[src/rtl/uart_tx_frame.sv]
// uart_tx_frame: buffered UART transmitter with per-frame
// parity/stop selection and back-to-back frame streaming.
module uart_tx_frame #(
  parameter int CLKS_PER_BIT = 87,
  parameter int DATA_BITS    = 8,
  parameter int FIFO_DEPTH   = 4,
  localparam int CW = $clog2(FIFO_DEPTH + 1)
) (
  input  logic                 i_Clock,
  input  logic                 i_Rst_n,
  input  logic                 i_Tx_DV,
  input  logic [DATA_BITS-1:0] i_Tx_Byte,
  output logic                 o_Tx_Ready,
  input  logic [1:0]           i_Parity_Mode,
  input  logic                 i_Two_Stop,
  output logic                 o_Tx_Serial,
  output logic                 o_Tx_Active,
  output logic                 o_Tx_Done,
  output logic                 o_Tx_Idle,
  output logic [CW-1:0]        o_Fifo_Count
);

  localparam int PW = $clog2(FIFO_DEPTH);
  localparam int TW = $clog2(CLKS_PER_BIT);
  localparam int IW = $clog2(DATA_BITS);

  localparam logic [TW-1:0] C_LAST = TW'(CLKS_PER_BIT - 1);
  localparam logic [TW-1:0] C_PRE  = TW'(CLKS_PER_BIT - 2);
  localparam logic [IW-1:0] B_LAST = IW'(DATA_BITS - 1);
  localparam logic [CW-1:0] C_FULL = CW'(FIFO_DEPTH);

  typedef enum logic [2:0] {
    S_IDLE,
    S_START,
    S_DATA,
    S_PARITY,
    S_STOP
  } state_t;

  logic [DATA_BITS-1:0] r_Mem [FIFO_DEPTH];
  logic [PW-1:0]        r_Wr_Ptr;
  logic [PW-1:0]        r_Rd_Ptr;
  logic [CW-1:0]        r_Count;
  logic                 r_Ready;

  state_t               r_State;
  logic [TW-1:0]        r_Clk_Cnt;
  logic [IW-1:0]        r_Bit_Idx;
  logic [DATA_BITS-1:0] r_Data;
  logic                 r_Par;
  logic                 r_Par_En;
  logic                 r_Two_Left;
  logic                 r_Serial;
  logic                 r_Active;
  logic                 r_Done;
  logic                 r_Idle;

  logic                 w_Push;
  logic                 w_Pop;
  logic                 w_Not_Empty;
  logic                 w_Frame_End;
  logic                 w_Go_Idle;
  logic [CW-1:0]        w_Count_Nxt;
  logic [DATA_BITS-1:0] w_Pop_Word;
  logic                 w_Par_Even;
  logic                 w_Par_Bit;
  logic                 w_Par_En;

  assign w_Push      = i_Tx_DV && r_Ready;
  assign w_Not_Empty = (r_Count != '0);
  assign w_Frame_End = (r_State == S_STOP) &&
                       (r_Clk_Cnt == C_LAST) &&
                       !r_Two_Left;
  assign w_Pop       = w_Not_Empty &&
                       ((r_State == S_IDLE) || w_Frame_End);
  assign w_Go_Idle   = !w_Not_Empty &&
                       ((r_State == S_IDLE) || w_Frame_End);
  assign w_Pop_Word  = r_Mem[r_Rd_Ptr];
  assign w_Par_Even  = ^w_Pop_Word;
  assign w_Par_Bit   = (i_Parity_Mode == 2'b10) ?
                       ~w_Par_Even : w_Par_Even;
  assign w_Par_En    = (i_Parity_Mode == 2'b01) ||
                       (i_Parity_Mode == 2'b10);

  // Next FIFO occupancy; push and pop together cancel out.
  always_comb begin
    w_Count_Nxt = r_Count;
    case ({w_Push, w_Pop})
      2'b10:   w_Count_Nxt = r_Count + CW'(1);
      2'b01:   w_Count_Nxt = r_Count - CW'(1);
      default: w_Count_Nxt = r_Count;
    endcase
  end

  // FIFO storage; contents need no reset since the count gates reads.
  always_ff @(posedge i_Clock) begin
    if (w_Push) begin
      r_Mem[r_Wr_Ptr] <= i_Tx_Byte;
    end
  end

  // FIFO pointers, occupancy and registered not-full flag.
  always_ff @(posedge i_Clock or negedge i_Rst_n) begin
    if (!i_Rst_n) begin
      r_Wr_Ptr <= '0;
      r_Rd_Ptr <= '0;
      r_Count  <= '0;
      r_Ready  <= 1'b1;
    end else begin
      if (w_Push) begin
        r_Wr_Ptr <= r_Wr_Ptr + PW'(1);
      end
      if (w_Pop) begin
        r_Rd_Ptr <= r_Rd_Ptr + PW'(1);
      end
      r_Count <= w_Count_Nxt;
      r_Ready <= (w_Count_Nxt != C_FULL);
    end
  end

  // Frame serialiser; a pop at frame end chains straight into START.
  always_ff @(posedge i_Clock or negedge i_Rst_n) begin
    if (!i_Rst_n) begin
      r_State    <= S_IDLE;
      r_Clk_Cnt  <= '0;
      r_Bit_Idx  <= '0;
      r_Data     <= '0;
      r_Par      <= 1'b0;
      r_Par_En   <= 1'b0;
      r_Two_Left <= 1'b0;
      r_Serial   <= 1'b1;
      r_Active   <= 1'b0;
      r_Done     <= 1'b0;
      r_Idle     <= 1'b1;
    end else begin
      r_Done <= 1'b0;
      r_Idle <= w_Go_Idle && !w_Push;
      case (r_State)
        S_IDLE: begin
          r_Serial <= 1'b1;
          r_Active <= 1'b0;
        end
        S_START: begin
          if (r_Clk_Cnt == C_LAST) begin
            r_Clk_Cnt <= '0;
            r_Bit_Idx <= '0;
            r_Serial  <= r_Data[0];
            r_State   <= S_DATA;
          end else begin
            r_Clk_Cnt <= r_Clk_Cnt + TW'(1);
          end
        end
        S_DATA: begin
          if (r_Clk_Cnt == C_LAST) begin
            r_Clk_Cnt <= '0;
            if (r_Bit_Idx == B_LAST) begin
              if (r_Par_En) begin
                r_Serial <= r_Par;
                r_State  <= S_PARITY;
              end else begin
                r_Serial <= 1'b1;
                r_State  <= S_STOP;
              end
            end else begin
              r_Bit_Idx <= r_Bit_Idx + IW'(1);
              r_Data    <= r_Data >> 1;
              r_Serial  <= r_Data[1];
            end
          end else begin
            r_Clk_Cnt <= r_Clk_Cnt + TW'(1);
          end
        end
        S_PARITY: begin
          if (r_Clk_Cnt == C_LAST) begin
            r_Clk_Cnt <= '0;
            r_Serial  <= 1'b1;
            r_State   <= S_STOP;
          end else begin
            r_Clk_Cnt <= r_Clk_Cnt + TW'(1);
          end
        end
        S_STOP: begin
          if ((r_Clk_Cnt == C_PRE) && !r_Two_Left) begin
            r_Done <= 1'b1;
          end
          if (r_Clk_Cnt == C_LAST) begin
            r_Clk_Cnt <= '0;
            if (r_Two_Left) begin
              r_Two_Left <= 1'b0;
            end else begin
              r_State  <= S_IDLE;
              r_Active <= 1'b0;
            end
          end else begin
            r_Clk_Cnt <= r_Clk_Cnt + TW'(1);
          end
        end
        default: begin
          r_State  <= S_IDLE;
          r_Serial <= 1'b1;
          r_Active <= 1'b0;
        end
      endcase
      if (w_Pop) begin
        r_State    <= S_START;
        r_Clk_Cnt  <= '0;
        r_Data     <= w_Pop_Word;
        r_Par      <= w_Par_Bit;
        r_Par_En   <= w_Par_En;
        r_Two_Left <= i_Two_Stop;
        r_Serial   <= 1'b0;
        r_Active   <= 1'b1;
      end
    end
  end

  assign o_Tx_Ready   = r_Ready;
  assign o_Tx_Serial  = r_Serial;
  assign o_Tx_Active  = r_Active;
  assign o_Tx_Done    = r_Done;
  assign o_Tx_Idle    = r_Idle;
  assign o_Fifo_Count = r_Count;

endmodule

[config.mk]
export PLATFORM = sky130hd
export DESIGN_NAME = uart_tx_frame
export DESIGN_NICKNAME = d
export VERILOG_FILES = /design/src/rtl/uart_tx_frame.sv
export SDC_FILE = /design/constraint.sdc
export NUM_CORES = 1
export LEC_CHECK = 0
export CAP_MARGIN = 20
export CORE_AREA = 8 8 103 86
export CTS_CLUSTER_DIAMETER = 120
export DETAILED_ROUTE_END_ITERATION = 8
export DIE_AREA = 0 0 111 94
export GPL_ROUTABILITY_DRIVEN = 0
export GPL_TIMING_DRIVEN = 0
export PLACE_DENSITY = 0.68
export SKIP_LAST_GASP = 1
export SLEW_MARGIN = 30
export SYNTH_ARGS = -nofsm -noshare
export SYNTH_HDL_FRONTEND = slang
export SYNTH_SLANG_ARGS = --single-unit
[constraint.sdc]
create_clock -name i_Clock -period 4.7 [get_ports i_Clock]
set_input_delay 0.47 -clock i_Clock [delete_from_list [all_inputs] [get_ports i_Clock]]
set_output_delay 0.47 -clock i_Clock [all_outputs]
set_load 0.01 [all_outputs]
==> flow_summary.json <==
{
  "postSynthCellCount": 257,
  "cts_sinks": 68,
  "hp-class": "input pin to asynchronous set/reset pin",
  "fin_util_pct": 52.8,
  "crit_path_cell_trace": "inv_1 -> ha_1 -> inv_1 -> o41ai_1 -> nand2_1 -> inv_1 -> ha_1 -> inv_1 -> fa_1 -> xor2_1 -> nor2_1 -> xor2_1 -> nand2_1",
  "postCtsSetupRepairBufs": 0,
  "fmax_ghz": 0.315,
  "cts_htree_levels": 3,
  "fin_setup_tns_ps": 0,
  "vias": 2103,
  "mostFrequentLayoutCells": "dfrtp_1, edfxtp_1, nor2_1, clkdlybuf4s50_1",
  "grt_max_degree": 23,
  "row_count": 28,
  "slowest_stage": "o41ai_1",
  "hold_buffers": 0,
  "critPathBufInv": 4,
  "use_met1_pct": 15.8,
  "setup_viol": 0,
  "die_width_microns": 111,
  "gr-usage-met2_pct": 20.4,
  "wirelength_microns": 6290,
  "clk_path_buf_depth": 2,
  "internal-power_mw": 1.52,
  "syn_area_per_cell_sq_um": 12.7,
  "synth-edff-count": 32,
  "finClkSkew_ps": 9.01,
  "synth_nets": 283,
  "fin_nets": 316,
  "final_common_cell": "dfrtp_1",
  "power_switching_mw": 0.939,
  "cp.required_ps": 4970,
  "die_y_microns": 94,
  "drv_cap": 0,
  "leakagePower_nw": 1.48,
  "viasPerCell": 5.46,
  "critPathArrivalTime_ps": 3440,
  "synth-seq-cells": 68,
  "io_pins": 22,
  "ant_nets": 0,
  "rsz0062_at_grt": "false",
  "synthArstFlopShare_pct": 52.9,
  "synth_cell_types": 46,
  "hold_violations": 0,
  "cts_tree": "built",
  "clk_transition_reported_paths_ps": 80,
  "dp_hpwl_microns": 4470,
  "path_class": "flip-flop to flip-flop",
  "io_buffers": 21,
  "grt_usage_pct": 12.9,
  "drv_slew": 0,
  "peakVddDrop_mv": 0.293,
  "pwr-share-comb_pct": 44.1,
  "swShare_pct": 38.2,
  "clock_latency_ps": 350,
  "use_met3_pct": 4.53,
  "cp_max_fo": 5,
  "max_slew_margin_pct": 47.1,
  "power_density_nw_per_um2": 647,
  "antenna_found_initial": 0,
  "cpLargestDelayFamily": "adder cells",
  "p_total_mw": 2.46,
  "core_sq_um": 7180,
  "grt_pass1_vias": 2133,
  "synthToLayoutAreaGrowth_pct": 16.2,
  "syn-cell-area_sq_um": 3270,
  "status": "complete, no violations",
  "layout-drive-gt1-share_pct": 13.6,
  "numCtsBuffers": 9,
  "gr-total-overflow": 0,
  "yosysWarnings": 0,
  "floorplan.initialDensity_pct": 45.5,
  "yosysSeqAreaShare_pct": 57.1,
  "fin_crit_sh_pct": 67.4,
  "synth_flop_cell": "dfrtp_1",
  "drc_errors": 0,
  "worst_pin_slew_ps": 784,
  "drt-initial-drc-count": 78,
  "path_common_cell": "inv_1",
  "clockRootBuffer": "clkbuf_8",
  "start_kind": "flip-flop",
  "dr.pass1.iters": 4,
  "clock_power_share_pct": 17.9,
  "wl_per_cell_microns": 16.3,
  "grt_pass1_wl_microns": 10700,
  "diodes": 0,
  "seq_power_share_pct": 38.0,
  "fin_worst_hold_slack_ps": 39.7,
  "critPathCaptureType": "flip-flop",
  "die-area_sq_um": 10400,
  "min_period_ps": 3170,
  "ctsResizeCount": 0,
  "cp_slowest_stage_delay_ps": 700,
  "top_usage_layer": "met2"
}
[metal layers]
metal	wire [microns]	part of all wire (%)
met1	3020	48
met2	2860	45
met3	321	5.1
met4	94	1.5
met5	0	0
[synthesized netlist by cell type (2+ instances only)]
cell type | n | share of area [%]
a21o_1 | 2 | 0.46
a21oi_1 | 15 | 2.3
a22o_1 | 7 | 1.9
a22oi_1 | 3 | 0.69
and3_1 | 5 | 0.96
clkbuf_1 | 9 | 1.0
dfrtp_1 | 33 | 25
dfstp_2 | 3 | 2.4
edfxtp_1 | 32 | 29
ha_1 | 11 | 4.2
inv_1 | 15 | 1.7
mux2_2 | 2 | 0.69
mux2i_1 | 8 | 2.5
mux4_2 | 9 | 6.2
nand2_1 | 12 | 1.4
nand2b_1 | 2 | 0.38
nand3b_1 | 2 | 0.46
nand4_1 | 2 | 0.38
nor2_1 | 23 | 2.6
nor3_1 | 6 | 0.92
nor4_1 | 3 | 0.57
o21ai_0 | 11 | 1.7
o221ai_1 | 2 | 0.54
o32ai_1 | 2 | 0.54
or2_2 | 2 | 0.38
or3_1 | 3 | 0.57
xnor2_1 | 11 | 2.9
xor2_1 | 4 | 1.1
[registers in the layout (all words and copies together), names as in the netlist, 2 cells and up]
name / count
r_State: 3
r_Mem: 32
r_Clk_Cnt: 7
r_Data: 8
o_Fifo_Count: 3
r_Bit_Idx: 3
r_Rd_Ptr: 2
r_Wr_Ptr: 2
[cell families after synthesis]
group,count (synthesis),synth area share (%)
muxes,19,9.34
xor gates and xnor gates,16,4.71
DFF,68,57.1
adders and majority gates,12,4.83
AOI/OAI and AO/OA,49,9.81
and+or+nand+nor,67,11.0
buffers and inverters,26,3.26
[stage by stage]
stage	std cells	instance area [sq um]	worst slack, ps
3_3_place_gp	368	3590	1640
4_1_cts	385	3790	1540
6_report	385	3790	1530
2_1_floorplan	257	3270	2110
5_1_grt	385	3790	1330
3_5_place_dp	369	3610	1590
[worst paths after layout]
check | startpoint | to | slack [ps] | depth (start not counted)
min in group i_Clock | r_Par | r_Par | 510 | 2
setup / recovery | r_Clk_Cnt[0] | o_Tx_Ready | 1530 | 13
hold reg to reg | r_Par | r_Par | 510 | 2
hold / removal | i_Rst_n | r_Clk_Cnt[6] | 40 | 1
setup reg to reg | r_Clk_Cnt[0] | o_Tx_Ready | 1530 | 13
max in group asynchronous | i_Rst_n | o_Tx_Serial | 4140 | 2
[cell type report]
type / instances / area [sq um]
buffer: 11 / 50.0
clock buffer: 9 / 124
clock inverter: 7 / 58.8
fill: 614 / 3390
inverter: 15 / 56.3
multi-input combinational: 163 / 1290
sequential: 68 / 1870
tap: 90 / 113
timing repair buffer: 22 / 233
[power groups by stage]
stage / logic [mW] / registers, mW / clock network [mW]
floorplan: 0.810 / 0.921 / 0
global placement: 1.06 / 0.935 / 0
detailed placement: 1.09 / 0.941 / 0
CTS: 1.10 / 0.931 / 0.451
global route: 1.20 / 0.954 / 0.475
finish: 1.08 / 0.932 / 0.440
(Power assumes the default switching activity.)
